===== src/rtl/truth_table_sweeper_pkg.sv =====
// Shared types and helpers for the truth-table sweeper: FSM states, settle counter width
// and the table depth for a given input count.
package truth_table_sweeper_pkg;

  typedef enum logic [1:0] {StIdle, StRun, StDone} state_e;

  localparam int unsigned CntW = 4;

  function automatic int unsigned table_depth(input int unsigned n_in);
    return 32'd1 << n_in;
  endfunction

endpackage


===== src/rtl/truth_table_sweeper_if.sv =====
// Handshake and table bus between the sweeper and whoever requests a sweep and hosts the DUT.
interface truth_table_sweeper_if #(
  parameter int unsigned N_IN = 3
);
  localparam int unsigned Depth = truth_table_sweeper_pkg::table_depth(N_IN);

  logic             start;
  logic [Depth-1:0] expected;
  logic             dut_out;
  logic [N_IN-1:0]  dut_in;
  logic             busy;
  logic             done;
  logic [Depth-1:0] table_out;
  logic [N_IN:0]    mismatch_count;
  logic             pass;

  modport master (
    output start, expected, dut_out,
    input  dut_in, busy, done, table_out, mismatch_count, pass
  );

  modport slave (
    input  start, expected, dut_out,
    output dut_in, busy, done, table_out, mismatch_count, pass
  );

endinterface


===== src/rtl/truth_table_sweeper_sweep_counter.sv =====
// Nested vector/settle counter: idx advances once every SETTLE+1 enabled cycles and holds at
// the final vector; sample_o marks the cycle in which the current vector is sampled.
module truth_table_sweeper_sweep_counter
  import truth_table_sweeper_pkg::*;
#(
  parameter int unsigned N_IN   = 3,
  parameter int unsigned SETTLE = 1
) (
  input  logic            clk,
  input  logic            rst_n,
  input  logic            clr_i,
  input  logic            en_i,
  output logic [N_IN-1:0] idx_o,
  output logic            sample_o,
  output logic            last_o
);

  logic [N_IN-1:0] idx_d, idx_q;
  logic [CntW-1:0] cnt_d, cnt_q;

  assign sample_o = en_i && (cnt_q == CntW'(SETTLE));
  assign last_o   = sample_o && (idx_q == {N_IN{1'b1}});
  assign idx_o    = idx_q;

  always_comb begin
    idx_d = idx_q;
    cnt_d = cnt_q;
    if (clr_i) begin
      idx_d = '0;
      cnt_d = '0;
    end else if (en_i) begin
      if (sample_o) begin
        // The last vector stays on dut_in through the DONE cycle.
        if (!last_o) begin
          idx_d = idx_q + N_IN'(1);
          cnt_d = '0;
        end
      end else begin
        cnt_d = cnt_q + CntW'(1);
      end
    end
  end

  always_ff @(posedge clk or negedge rst_n) begin
    if (!rst_n) begin
      idx_q <= '0;
      cnt_q <= '0;
    end else begin
      idx_q <= idx_d;
      cnt_q <= cnt_d;
    end
  end

endmodule


===== src/rtl/truth_table_sweeper.sv =====
// Exhaustive stimulus/response engine: walks every input vector of an N_IN-input DUT, records
// the sampled output as a truth table and scores it against a table latched at start.
module truth_table_sweeper
  import truth_table_sweeper_pkg::*;
#(
  parameter int unsigned N_IN   = 3,
  parameter int unsigned SETTLE = 1
) (
  input logic                  clk,
  input logic                  rst_n,
  truth_table_sweeper_if.slave sweep
);

  localparam int unsigned Depth = table_depth(N_IN);
  localparam int unsigned MisW  = N_IN + 1;

  state_e           state_d, state_q;
  logic             busy_d, busy_q;
  logic             done_d, done_q;
  logic             pass_d, pass_q;
  logic [Depth-1:0] table_d, table_q;
  logic [Depth-1:0] exp_d, exp_q;
  logic [MisW-1:0]  mis_d, mis_q;

  logic            cnt_clr, cnt_en, sample, last;
  logic [N_IN-1:0] idx;

  truth_table_sweeper_sweep_counter #(
    .N_IN  (N_IN),
    .SETTLE(SETTLE)
  ) u_sweep_counter (
    .clk     (clk),
    .rst_n   (rst_n),
    .clr_i   (cnt_clr),
    .en_i    (cnt_en),
    .idx_o   (idx),
    .sample_o(sample),
    .last_o  (last)
  );

  always_comb begin
    state_d = state_q;
    busy_d  = busy_q;
    done_d  = 1'b0;
    pass_d  = pass_q;
    table_d = table_q;
    exp_d   = exp_q;
    mis_d   = mis_q;
    cnt_clr = 1'b0;
    cnt_en  = 1'b0;
    unique case (state_q)
      StIdle: begin
        if (sweep.start) begin
          state_d = StRun;
          exp_d   = sweep.expected;
          table_d = '0;
          mis_d   = '0;
          pass_d  = 1'b0;
          busy_d  = 1'b1;
          cnt_clr = 1'b1;
        end
      end
      StRun: begin
        cnt_en = 1'b1;
        if (sample) begin
          table_d[idx] = sweep.dut_out;
          if (sweep.dut_out != exp_q[idx]) mis_d = mis_q + MisW'(1);
          if (last) begin
            state_d = StDone;
            busy_d  = 1'b0;
            done_d  = 1'b1;
          end
        end
      end
      StDone: begin
        // mis_q already includes the final sample taken on the edge into DONE.
        pass_d  = (mis_q == '0);
        cnt_clr = 1'b1;
        state_d = StIdle;
      end
      default: state_d = StIdle;
    endcase
  end

  always_ff @(posedge clk or negedge rst_n) begin
    if (!rst_n) begin
      state_q <= StIdle;
      busy_q  <= 1'b0;
      done_q  <= 1'b0;
      pass_q  <= 1'b0;
      table_q <= '0;
      exp_q   <= '0;
      mis_q   <= '0;
    end else begin
      state_q <= state_d;
      busy_q  <= busy_d;
      done_q  <= done_d;
      pass_q  <= pass_d;
      table_q <= table_d;
      exp_q   <= exp_d;
      mis_q   <= mis_d;
    end
  end

  assign sweep.dut_in         = idx;
  assign sweep.busy           = busy_q;
  assign sweep.done           = done_q;
  assign sweep.pass           = pass_q;
  assign sweep.table_out      = table_q;
  assign sweep.mismatch_count = mis_q;

endmodule


===== src/flat_wrapper.sv =====
// flat-port wrapper written by rule: the top's interface ports become plain ports
module truth_table_sweeper_flat import truth_table_sweeper_pkg::*;
#(
  parameter int unsigned N_IN   = 3,
  parameter int unsigned SETTLE = 1
)
  (clk, rst_n, sweep_start, sweep_expected, sweep_dut_out, sweep_dut_in, sweep_busy, sweep_done, sweep_table_out, sweep_mismatch_count, sweep_pass);
  truth_table_sweeper_if #(.N_IN(N_IN)) sweep_i ();
  input logic clk;
  input logic rst_n;
  input wire logic [$bits(sweep_i.start)-1:0] sweep_start;
  input wire logic [$bits(sweep_i.expected)-1:0] sweep_expected;
  input wire logic [$bits(sweep_i.dut_out)-1:0] sweep_dut_out;
  output wire logic [$bits(sweep_i.dut_in)-1:0] sweep_dut_in;
  output wire logic [$bits(sweep_i.busy)-1:0] sweep_busy;
  output wire logic [$bits(sweep_i.done)-1:0] sweep_done;
  output wire logic [$bits(sweep_i.table_out)-1:0] sweep_table_out;
  output wire logic [$bits(sweep_i.mismatch_count)-1:0] sweep_mismatch_count;
  output wire logic [$bits(sweep_i.pass)-1:0] sweep_pass;
  assign sweep_i.start = sweep_start;
  assign sweep_i.expected = sweep_expected;
  assign sweep_i.dut_out = sweep_dut_out;
  assign sweep_dut_in = sweep_i.dut_in;
  assign sweep_busy = sweep_i.busy;
  assign sweep_done = sweep_i.done;
  assign sweep_table_out = sweep_i.table_out;
  assign sweep_mismatch_count = sweep_i.mismatch_count;
  assign sweep_pass = sweep_i.pass;
  truth_table_sweeper #(.N_IN(N_IN), .SETTLE(SETTLE)) u_core (.clk(clk), .rst_n(rst_n), .sweep(sweep_i));
endmodule

===== config.mk =====
export PLATFORM = sky130hd
export DESIGN_NAME = truth_table_sweeper_flat
export DESIGN_NICKNAME = d
export VERILOG_FILES = /design/src/rtl/truth_table_sweeper_pkg.sv /design/src/rtl/truth_table_sweeper_if.sv /design/src/rtl/truth_table_sweeper_sweep_counter.sv /design/src/rtl/truth_table_sweeper.sv /design/src/flat_wrapper.sv
export SDC_FILE = /design/constraint.sdc
export NUM_CORES = 1
export LEC_CHECK = 0
export ABC_CLOCK_PERIOD_IN_PS = 2400
export BUFFER_PORTS_ARGS = -buffer_cell sky130_fd_sc_hd__clkbuf_2
export CORE_MARGIN = 2
export CORE_UTILIZATION = 45
export CTS_CLUSTER_DIAMETER = 100
export CTS_CLUSTER_SIZE = 12
export DETAILED_ROUTE_END_ITERATION = 16
export PLACE_DENSITY = 0.72
export SLEW_MARGIN = 20
export SYNTH_ARGS = -nofsm -noshare
export SYNTH_HDL_FRONTEND = slang
export SYNTH_HIERARCHICAL = 1
export SYNTH_SLANG_ARGS = --single-unit

===== constraint.sdc =====
create_clock -name clk -period 2.4 [get_ports clk]
set_input_delay 0 -clock clk [delete_from_list [all_inputs] [get_ports clk]]
set_output_delay 0 -clock clk [all_outputs]
set_load 0.05 [all_outputs]

==> results by group, run 1 <==
Run status
  – Outcome: completed

Route
  – WL/cell: 13.4 um
  – 1st-pass router iterations: 4
  – Drt first-iter violations: between 100 and 150
  – Number of DRC violations after detailed routing: 0
  – DRT antenna net count: 0
  – Total via count in the routed design: approximately 1400
  – Routed wire length: between 3000 and 4000 um
  – Via-to-Cell Ratio: 5.30

Synth
  – Count of cell types in the netlist: 40
  – Commonest register cell after synthesis: dfrtp_1
  – Net Count, Synth: around 190
  – Top cells by area in the synthesized netlist: dfrtp_1 (46%), mux2_1 (5.2%), mux2i_1 (4.6%)
  – Synth Instances: between 150 and 200
  – Post-synthesis area per instance: a little over 10 um2
  – Synth Warn #: 6
  – Post-synth EDFFs: 0
  – Sequential fraction of the synthesis area: about 46%
  – Fraction of post-synthesis cell area in the top cell type by area: between 40% and 50%
  – Async SR Flop Fraction: 100%
  – Post-synthesis cell area: about 0.0017 mm2
  – #FFs+latches synth: 32
  – Largest area contributor in the netlist: dfrtp_1

Setup path
  – Arrival time worst endpoint: between 2 and 2.5 ns
  – Startpoint Class: flop
  – CP required: around 2.6 ns
  – Depth of the worst register-to-register path: 8
  – Critical path class: flop to flop
  – Capturing element type of the critical path: flop
  – Flop2flop setup slack: 0.35 ns
  – Worst-path maximum fanout: 12

Min path
  – WHS Path Cells: 3
  – Worst Hold Class: primary input to flop

Layout
  – Fill count: approximately 320
  – Area Growth Syn to Fin: 21.5%
  – Commonest non-fill, non-tap cell in the layout: dfrtp_1
  – Ratio of cells with drive above 1 in the final layout: a little under a quarter
  – Final layout net count: around 230
  – Ant. Diodes: 0
  – Finished Layout Cells: between 200 and 300
  – Post-Layout Inst Area: between 0.002 and 0.0025 mm2
  – Most frequent cells in the layout: dfrtp_1 (32), clkbuf_2 (29), nor2_1 (18), nand2_1 (14), o21ai_1 (12)

Timing
  – Number of pins exceeding their max-slew limit in the final report: 0
  – Worst Max-Slew Pin Slew: ~0.77 ns
  – Setup repair after global routing missed its margin: false
  – Share of the clock period used by the worst path: approximately 85%
  – Final hold violation count: 0
  – Fin Setup TNS: 0 ns
  – Slew HR: 48.4%
  – Post-route setup slack: between 0.3 and 0.4 ns
  – F_max: 0.489 GHz
  – Final period demand of the worst path: 2.05 ns
  – Final setup violation count: 0
  – Setup skew after layout: approximately 0.0095 ns

Global route
  – Global routing usage on met3: 6.13%
  – GR Layer Usage met2: between 20 and 30%
  – Initial antenna violation count: 0
  – Gr usage total: a little under a fifth
  – Maximum number of pins on one net before global-route repair: 33
  – Wire length of the first global-routing pass: about 6100 um
  – GRT met1 Usage: 23.8%
  – Most Used Layer, Global Route: met2
  – Total grt overflow: 0
  – Via count of the first global-routing pass: about 1400

Floorplanning
  – Core ar.: around 0.0037 mm2
  – Die Width: 66.3 um
  – Starting density of the core: a little under half
  – Height of the die: between 60 and 70 um
  – Row count: 22
  – Number of ports placed on the die boundary: 30
  – Die area: between 0.004 and 0.005 mm2

Power and ir drop
  – Pwr dens: between 1000 and 1500 mW/mm2
  – Total power consumption of the routed design: about 3.1 mW
  – Standby leakage power: between 1 and 1.5 nW
  – Worst voltage drop across the vdd grid: between 0.6 and 0.7 mV

Clocking
  – Clock tree root driver cell: clkbuf_8
  – Sink count of the clock tree: 32
  – H-tree Lvls: 2
  – Max Root-Sink Buffers: 2
  – Worst-path clk slew: 0.07 ns
  – Cts bufs inserted: 5
  – TritonCTS clock tree: done
  – Clk Latency, worst-skew pair: 0.28 ns

Placement
  – Placement Cell Area: approximately 0.0019 mm2
  – Port Buf Inserts: 29
  – Routability-driven placement congestion ratio: a little under 0.8
  – Minimum setup slack after placement: roughly 0.35 ns
  – Dpl cells: 243
  – Hpwl dp: approximately 2400 um

Run
  – # Max-Cap Violations: 0
[per-layer routing]
layer | share of wire (%) | vias up | wire (um)
met5 | 0 | - | 0
met3 | 5.9 | 5 | 206
met2 | 47 | 40 | 1650
met4 | 1.3 | 0 | 46
met1 | 45 | 652 | 1580
li1 | - | 680 | -
[path summary, 6_finish.rpt]
path | start | endpoint
min in group asynchronous | rst_n | u_core/sweep.pass
max in group asynchronous | rst_n | u_core/sweep.table_out[2]
hold reg to reg | u_core/exp_q[0] | u_core/exp_q[0]
hold / removal | sweep_dut_out | u_core/sweep.table_out[6]
setup / recovery | u_core/u_sweep_counter/cnt_q[1] | u_core/sweep.mismatch_count[0]
setup reg to reg | u_core/u_sweep_counter/cnt_q[1] | u_core/sweep.mismatch_count[0]
[critical path, stage by stage, from the launching register on]
cell and delay (ns):
dfrtp_1 0.39, inv_1 0.08, ha_1 0.16, nor3b_4 0.26, and2_2 0.20, nand2_1 0.06, a21o_1 0.33, or2_2 0.33
a2bb2oi_1 0.13
[layout make-up]
cell class,count,area [um2],share of cell area (%)
multi-input combinational,120,860,40.5
sequential,32,801,37.7
timing repair buffer,41,258,12.1
clock buffer,8,90.1,4.24
tap,48,60.1,2.83
inverter,11,55.1,2.59
[where the power goes]
group	switching, mW	internal, mW	total (mW)
sequential	0.225	0.764	0.988
combinational	1.02	0.641	1.66
clock	0.188	0.234	0.421
total	1.43	1.64	3.07
[timing repair]
item                                    4_1_cts  5_1_grt
setup buffers                                 0        0
endpoints found under the setup margin        0        0
hold endpoints to repair                     40        0
resized for setup                             0        0
hold buffers                                  9        0
[flip-flops by register name (all words and copies together), names as in the netlist]
register / cells
u_core/state_q: 2
u_core/sweep.busy: 1
u_core/sweep.table_out: 8
u_core/sweep.mismatch_count: 4
u_core/sweep.pass: 1
u_core/sweep.done: 1
u_core/u_sweep_counter/cnt_q: 4
u_core/exp_q: 8
u_core/u_sweep_counter/idx_o: 3
[Yosys cell counts (all sizes together), types with 3 or more instances]
cell type,instances
ha,6
o31ai,3
mux2,10
inv,10
o21ai,15
nor2,18
nand2,14
clkbuf,6
dfrtp,32
mux2i,8
nor3,4
a31oi,4
nand2b,10
[metrics by stage]
step,utilization (%),hold WS [ns]
floorplan,-,-0.296
global placement,52.7,0.125
detailed placement,52.7,0.128
CTS,57.6,0.0320
global route,57.6,0.0529
finish,57.6,0.0418
[cell families after synthesis]
family,Yosys count,synth area share [%]
buffers and inverters,19,5.01
flip-flops,32,45.8
multiplexers,20,14.5
XOR/XNOR,1,0.501
AO/OA/AOI/OAI,35,12.8
adder cells (fa/ha/maj),6,4.29
AND/OR/NAND/NOR,58,17.1
Power figures use the tool's default switching activity.
==> run 2: changes to the inputs <==
--- a/config.mk
+++ b/config.mk
@@ -8,11 +8,12 @@
 export ABC_CLOCK_PERIOD_IN_PS = 2400
 export BUFFER_PORTS_ARGS = -buffer_cell sky130_fd_sc_hd__clkbuf_2
 export CORE_MARGIN = 2
-export CORE_UTILIZATION = 45
+export CORE_UTILIZATION = 31
 export CTS_CLUSTER_DIAMETER = 100
 export CTS_CLUSTER_SIZE = 12
 export DETAILED_ROUTE_END_ITERATION = 16
-export PLACE_DENSITY = 0.72
+export GPL_TIMING_DRIVEN = 0
+export PLACE_DENSITY = 0.55
 export SLEW_MARGIN = 20
 export SYNTH_ARGS = -nofsm -noshare
 export SYNTH_HDL_FRONTEND = slang
==> run 2 against run 1 <==
Net effect: total power is 1.2% higher; critical path depth increased by 1; core utilization is 18 points lower; setup slack lost 0.094 ns; flip-flop and latch count stayed put; clock skew is 0.00087 ns lower; highest routed layer unchanged.
==> results by group, run 2 (synthesized netlist as in run 1, its figures left out) <==
Run status
  – Outcome: completed

Global route
  – Gr usage total: 13.0% (-5.6 points)
  – Initial antenna violation count: 0 (unchanged)
  – Maximum number of pins on one net before global-route repair: 33 (unchanged)
  – Total grt overflow: 0 (unchanged)
  – Via count of the first global-routing pass: 1414 (+4.7%)
  – Wire length of the first global-routing pass: 6380 um (+4.0%)

Setup path
  – CP startpoint: u_core/state_q[1]
  – Worst-path maximum fanout: 11 (-1)
  – Arrival time worst endpoint: 2.36 ns (+0.15 ns)
  – Capturing element type of the critical path: flop
  – Startpoint Class: flop
  – Critical path class: flop to flop
  – CP required: 2.62 ns (+0.05 ns)
  – Reg2Reg Launch Point: u_core/state_q[1]
  – Flop2flop setup slack: 0.26 ns (-0.09 ns)

Layout
  – Ant. Diodes: 0 (unchanged)
  – Area Growth Syn to Fin: 24.1%
  – Sequential cell area: 801 um2 (unchanged)
  – Commonest non-fill, non-tap cell in the layout: dfrtp_1
  – Fill count: 581 (+80%)
  – Finished Layout Cells: 288 (+11%)
  – Most frequent cells in the layout: dfrtp_1 (32), clkbuf_2 (30), nor2_1 (18), nand2_1 (14), o21ai_1 (12)
  – Ratio of cells with drive above 1 in the final layout: 24.1% (+0.96 points)
  – Area used by multi-input combinational logic: 862 um2 (+0.29%)
  – Final layout net count: 233 (+1.7%)

Floorplanning
  – Height of the die: 79.1 um (+19%)
  – Die area: 0.00626 mm2 (+42%)
  – Row count: 27 (+23%)
  – Core ar.: 0.00547 mm2 (+48%)
  – Starting density of the core: 31.9% (-15 points)
  – Die Width: 79.1 um (+19%)
  – Number of ports placed on the die boundary: 30 (unchanged)

Placement
  – Routability-driven placement congestion ratio: 0.754 (-4.0%)
  – Hpwl dp: 2660 um (+9.4%)
  – Dpl cells: 272 (+12%)
  – Port Buf Inserts: 29 (unchanged)

Power and ir drop
  – Pwr dens: 1430 mW/mm2 (-0.90%)
  – Standby leakage power: 1.03 nW (-0.38%)
  – Total power consumption of the routed design: 3.10 mW (+1.2%)
  – Worst voltage drop across the vdd grid: 0.445 mV (-30%)

Timing
  – Slew HR: 43.1% (-5.3 points)
  – Final period demand of the worst path: 2.14 ns (+0.0938 ns)
  – F_max: 0.467 GHz (-4.4%)
  – Share of the clock period used by the worst path: 89.2% (+3.9 points)
  – Final hold violation count: 0 (unchanged)
  – Final-layout worst hold slack: 0.0224 ns (-0.0194 ns)
  – Final setup violation count: 0 (unchanged)
  – Setup repair after global routing missed its margin: false
  – Number of pins exceeding their max-slew limit in the final report: 0 (unchanged)
  – Setup skew after layout: 0.00865 ns (-0.000871 ns)
  – Worst Max-Slew Pin Slew: 0.850 ns (+0.0760 ns)

Run
  – # Max-Cap Violations: 0 (unchanged)

Clocking
  – TritonCTS clock tree: done
  – Clock tree root driver cell: clkbuf_8
  – Sink count of the clock tree: 32 (unchanged)
  – Clk Latency, worst-skew pair: 0.29 ns (about the same)
  – Max Root-Sink Buffers: 2 (unchanged)
  – Cts bufs inserted: 5 (unchanged)
  – H-tree Lvls: 2 (unchanged)
  – Worst-path clk slew: 0.08 ns (about the same)
  – Setup fix buffers added after clock tree synthesis: 0 (unchanged)

Route
  – 1st-pass router iterations: 4 (unchanged)
  – DRT antenna net count: 0 (unchanged)
  – Total via count in the routed design: 1370 (-0.51%)
  – WL/cell: 13.1 um (-2.5%)
  – Drt first-iter violations: 43 (-67%)
  – Number of DRC violations after detailed routing: 0 (unchanged)
  – Routed wire length: 3770 um (+8.0%)
  – Via-to-Cell Ratio: 4.76 (-10%)

Min path
  – Worst Hold Class: primary input to flop
  – Hold path startpoint: sweep_dut_out
[run 2: cell types whose count changed in the layout (fill, tap and decap cells not counted), sizes merged]
| cell | previous run | this run |
|---|---|---|
| clkbuf | 37 | 39 |
| clkinvlp | 0 | 2 |
| buf | 3 | 2 |
| clkinv | 0 | 1 |
[run 2: worst max-delay path, stage by stage, from the launching register on]
cell and delay [ns]:
dfrtp_1 0.36, clkbuf_1 0.17, nand2b_2 0.32, inv_4 0.16, and2_2 0.19, nand2_1 0.05
a21o_1 0.22, clkbuf_2 0.19, nor3_1 0.21, mux2i_1 0.20
[run 2: what timing repair did]
| item | 4_1_cts | 5_1_grt |
|---|---|---|
| gates cloned | 0 | 0 |
| resized for setup | 1 | 2 |
| endpoints found under the hold margin | 40 | 0 |
| endpoints found under the setup margin | 10 | 8 |
| hold buffers | 9 | 0 |
[run 2: where the power goes]
part           internal, mW  leakage (nW)  switching [mW]
clock network         0.205        0.0404           0.221
logic                 0.649         0.605            1.08
registers             0.764         0.388           0.185
total                  1.62          1.03            1.49
[run 2: final timing paths]
path / end / cells past startpoint
worst max-delay path: u_core/sweep.table_out[6] / 9
worst min-delay path: u_core/sweep.table_out[6] / 3
worst max register to register: u_core/sweep.table_out[6] / 9
worst min register to register: u_core/exp_q[4] / 1
max in group asynchronous: u_core/sweep.table_out[7] / 2
min in group asynchronous: u_core/sweep.mismatch_count[1] / 2
[run 2: cell type report]
cell class	instances	area share, %
Sequential cell	32	36.9
Multi-Input combinational cell	120	39.8
Tap cell	72	4.15
Inverter	11	2.65
Clock buffer	5	3.17
Buffer	7	1.38
Timing Repair Buffer	38	10.8
Clock inverter	3	1.10
[run 2: routing by layer]
layer	up-vias	wire length [um]	GRT usage (%)
met4	0	65	5.52
li1	689	-	-
met5	-	0	0
met3	9	163	3.52
met2	27	1760	21.2
met1	645	1780	16.4
[run 2: metrics by stage]
| step | TNS, ns | instance area (um2) | setup WS, ns | utilization, % |
|---|---|---|---|---|
| after floorplan | 0 | 1750 | 0.310 | - |
| after global placement | -0.220 | 1980 | -0.0918 | 36.2 |
| after detailed placement | -0.149 | 1980 | -0.0818 | 36.2 |
| after CTS | 0 | 2170 | 0.0637 | 39.6 |
| after global routing | 0 | 2170 | 0.0851 | 39.6 |
| final | 0 | 2170 | 0.259 | 39.6 |
==> run 3: changes to the inputs <==
--- a/config.mk
+++ b/config.mk
@@ -5,6 +5,7 @@
 export SDC_FILE = /design/constraint.sdc
 export NUM_CORES = 1
 export LEC_CHECK = 0
+export ABC_AREA = 1
 export ABC_CLOCK_PERIOD_IN_PS = 2400
 export BUFFER_PORTS_ARGS = -buffer_cell sky130_fd_sc_hd__clkbuf_2
 export CORE_MARGIN = 2
==> run 3 against run 2 <==
Net effect: first-iteration DRC count decreased by 30%; via count up 11%; sequential share of layout area decreased by 0.67 points; hold slack better by 0.053 ns; critical path depth is 2 higher; clock-buffer cell count grew 2.
==> results by group, run 3 <==
Synth
  – Largest area contributor in the netlist: dfrtp_1
  – Synth Warn #: 6 (unchanged)
  – Sequential fraction of the synthesis area: 45.6% (-0.23 points)
  – Post-synth EDFFs: 0 (unchanged)
  – Post-synthesis cell area: 0.00176 mm2 (+0.50%)
  – #FFs+latches synth: 32 (unchanged)
  – Top cells by instance count after synthesis: nand2_1 (74), dfrtp_1 (32), inv_1 (27)
  – Count of cell types in the netlist: 26 (-35%)
  – Async SR Flop Fraction: 100% (unchanged)
  – Commonest register cell after synthesis: dfrtp_1
  – Net Count, Synth: 244 (+29%)
  – Post-synthesis area per instance: 7.77 um2 (-24%)
  – Most repeated cell in the gate-level netlist after synthesis: nand2_1
  – Fraction of post-synthesis cell area in the top cell type by area: 45.6% (-0.23 points)
  – Synth Instances: 226 (+32%)
  – Top cells by area in the synthesized netlist: dfrtp_1 (46%), nand2_1 (16%), inv_1 (5.8%)

Route
  – Routed wire length: 3800 um (+0.77%)
  – Drt first-iter violations: 30 (-30%)
  – DRT antenna net count: 0 (unchanged)
  – WL/cell: 11.0 um (-16%)
  – Total via count in the routed design: 1517 (+11%)
  – Via-to-Cell Ratio: 4.41 (-7.3%)
  – 1st-pass router iterations: 4 (unchanged)
  – Number of DRC violations after detailed routing: 0 (unchanged)

Layout
  – Final layout net count: 289 (+24%)
  – Area Growth Syn to Fin: 25.7%
  – Core occupancy in the finished layout: 40.4% (+0.73 points)
  – Commonest non-fill, non-tap cell in the layout: nand2_1
  – Most frequent cells in the layout: nand2_1 (74), dfrtp_1 (32), clkbuf_2 (29), inv_1 (27), nor2_1 (16)
  – Ant. Diodes: 0 (unchanged)
  – Fill count: 611 (+5.2%)
  – Ratio of cells with drive above 1 in the final layout: 22.1% (-2.0 points)

Global route
  – Initial antenna violation count: 0 (unchanged)
  – Total grt overflow: 0 (unchanged)
  – Gr usage total: 13.2% (+0.18 points)
  – Wire length of the first global-routing pass: 6450 um (+1.1%)
  – Maximum number of pins on one net before global-route repair: 33 (unchanged)
  – Via count of the first global-routing pass: 1440 (+1.8%)

Floorplanning
  – Row count: 27 (unchanged)
  – Core ar.: 0.00547 mm2 (unchanged)
  – Number of ports placed on the die boundary: 30 (unchanged)
  – Die area: 0.00628 mm2 (+0.47%)
  – Starting density of the core: 32.1% (+0.16 points)
  – Die Width: 79.3 um (+0.23%)
  – Height of the die: 79.3 um (+0.23%)

Setup path
  – Critical path class: flop to flop
  – Maximum single-stage delay on the critical path: 0.41 ns (+0.05 ns)
  – Cell seen most often among critical-path stages: inv_2
  – Reg2Reg Launch Point: u_core/state_q[0]
  – Capturing element type of the critical path: flop
  – CP startpoint: u_core/state_q[0]
  – Startpoint Class: flop
  – Arrival time worst endpoint: 2.17 ns (-0.19 ns)
  – Cell-by-cell trace of the critical path: inv_2, nor2_4, buf_2, nand2_1, inv_2, nand2_2, clkinv_1, inv_1, o21ai_4, nand2_4, o31ai_1
  – Worst-path maximum fanout: 12 (+1)
  – CP required: 2.58 ns (-0.04 ns)
  – Critical path's slowest cell: dfrtp_1

Power and ir drop
  – Clock network power share: 18.8% (+5.1 points)
  – NetSw: 1.45 mW (-2.3%)
  – Pwr dens: 1370 mW/mm2 (-4.3%)
  – Sw Share: 48.0% (+0.12 points)
  – Standby leakage power: 1.18 nW (+14%)
  – Worst voltage drop across the vdd grid: 0.383 mV (-14%)
  – Internal: 1.57 mW (-2.8%)
  – Proportion of power drawn by combinational gates: 50.5% (-5.2 points)
  – Portion of total power attributed to sequential cells: 30.6% (about the same)

Clocking
  – TritonCTS clock tree: done
  – Clock tree root driver cell: clkbuf_8
  – Worst-path clk slew: 0.07 ns (about the same)
  – H-tree Lvls: 2 (unchanged)
  – Sink count of the clock tree: 32 (unchanged)
  – Setup fix buffers added after clock tree synthesis: 0 (unchanged)
  – Clk Latency, worst-skew pair: 0.29 ns (about the same)
  – Cts bufs inserted: 5 (unchanged)
  – Max Root-Sink Buffers: 2 (unchanged)

Placement
  – Port Buf Inserts: 29 (unchanged)
  – Hpwl dp: 2790 um (+4.8%)
  – Routability-driven placement congestion ratio: 0.771 (+2.3%)
  – Minimum setup slack after placement: 0.439 ns (+0.520 ns)

Timing
  – Share of the clock period used by the worst path: 82.6% (-6.6 points)
  – Fin Setup TNS: 0 ns (unchanged)
  – Slew HR: 47.8% (+4.7 points)
  – Final period demand of the worst path: 1.98 ns (-0.159 ns)
  – Setup repair after global routing missed its margin: false
  – F_max: 0.505 GHz (+8.0%)
  – Worst Max-Slew Pin Slew: 0.783 ns (-0.0675 ns)
  – Final setup violation count: 0 (unchanged)
  – Setup skew after layout: 0.00408 ns (-0.00457 ns)
  – Final hold violation count: 0 (unchanged)
  – Post-route setup slack: 0.419 ns (+0.159 ns)
  – Number of pins exceeding their max-slew limit in the final report: 0 (unchanged)

Min path
  – Hold path startpoint: sweep_start
  – Worst Hold Class: primary input to flop

Run status
  – Outcome: completed

Run
  – # Max-Cap Violations: 0 (unchanged)
-- run 3: layer usage --
| layer | up-vias | GRT usage, % | routed length (um) |
|---|---|---|---|
| met1 | 685 | 16.4 | 1870 |
| li1 | 798 | - | - |
| met3 | 7 | 3.41 | 142 |
| met2 | 27 | 21.7 | 1710 |
| met4 | 0 | 5.69 | 77 |
| met5 | - | 0 | 0 |
-- run 3: area by class of cell --
cell class / count / area (um2) / share of cell area [%]
timing repair buffer: 38 / 235 / 10.7
inverter: 33 / 124 / 5.61
clock inverter: 1 / 30.0 / 1.36
tap: 72 / 90.1 / 4.08
sequential: 32 / 801 / 36.3
multi-input combinational: 156 / 792 / 35.9
buffer: 5 / 40.0 / 1.81
clock buffer: 7 / 96.3 / 4.36
-- run 3: cell families after synthesis --
group	after synthesis	synth area share [%]
compound gates	26	9.40
flops	32	45.6
buf+inv	38	9.33
xor+xnor	2	0.997
simple gates	122	30.4
fa+ha+maj	6	4.27
-- run 3: metrics by stage --
| stage | area, um2 | power, mW | hold slack, ns | instances |
|---|---|---|---|---|
| 2_1_floorplan | 1760 | 2.11 | -0.296 | 226 |
| 6_report | 2210 | 3.02 | 0.0750 | 344 |
| 4_1_cts | 2210 | 3.06 | 0.0662 | 344 |
| 5_1_grt | 2210 | 3.30 | 0.107 | 344 |
| 3_3_place_gp | 1990 | 2.44 | 0.130 | 327 |
| 3_5_place_dp | 1990 | 2.46 | 0.134 | 327 |
-- run 3: worst paths after layout --
check | to | slack, ns | cells past startpoint
worst max-delay path | u_core/sweep.table_out[2] | 0.42 | 11
worst min-delay path | u_core/state_q[0] | 0.07 | 3
worst max register to register | u_core/sweep.table_out[2] | 0.42 | 11
worst min register to register | u_core/sweep.table_out[0] | 0.49 | 2
max in group asynchronous | u_core/exp_q[5] | 1.59 | 2
min in group asynchronous | u_core/u_sweep_counter/cnt_q[0] | 0.32 | 2
-- run 3: power groups by stage --
stage | clock (mW) | sequential [mW] | combinational [mW]
CTS | 0.583 | 0.933 | 1.54
global placement | 0 | 0.936 | 1.50
floorplan | 0 | 1.28 | 0.829
finish | 0.570 | 0.927 | 1.53
detailed placement | 0 | 0.941 | 1.52
global route | 0.606 | 0.968 | 1.72
-- run 3: worst max-delay path, delay by kind of cell, from the launching register on --
kind | cells | cell delay (ns)
AOI/OAI and AO/OA | 2 | 0.51
DFF | 1 | 0.41
buffers and inverters | 5 | 0.57
and+or+nand+nor | 4 | 0.37
-- run 3: what timing repair did --
item                       CTS  global route
setup endpoints to repair    0             0
hold buffers                 9             0
resized for setup            0             0
hold endpoints to repair    40             0
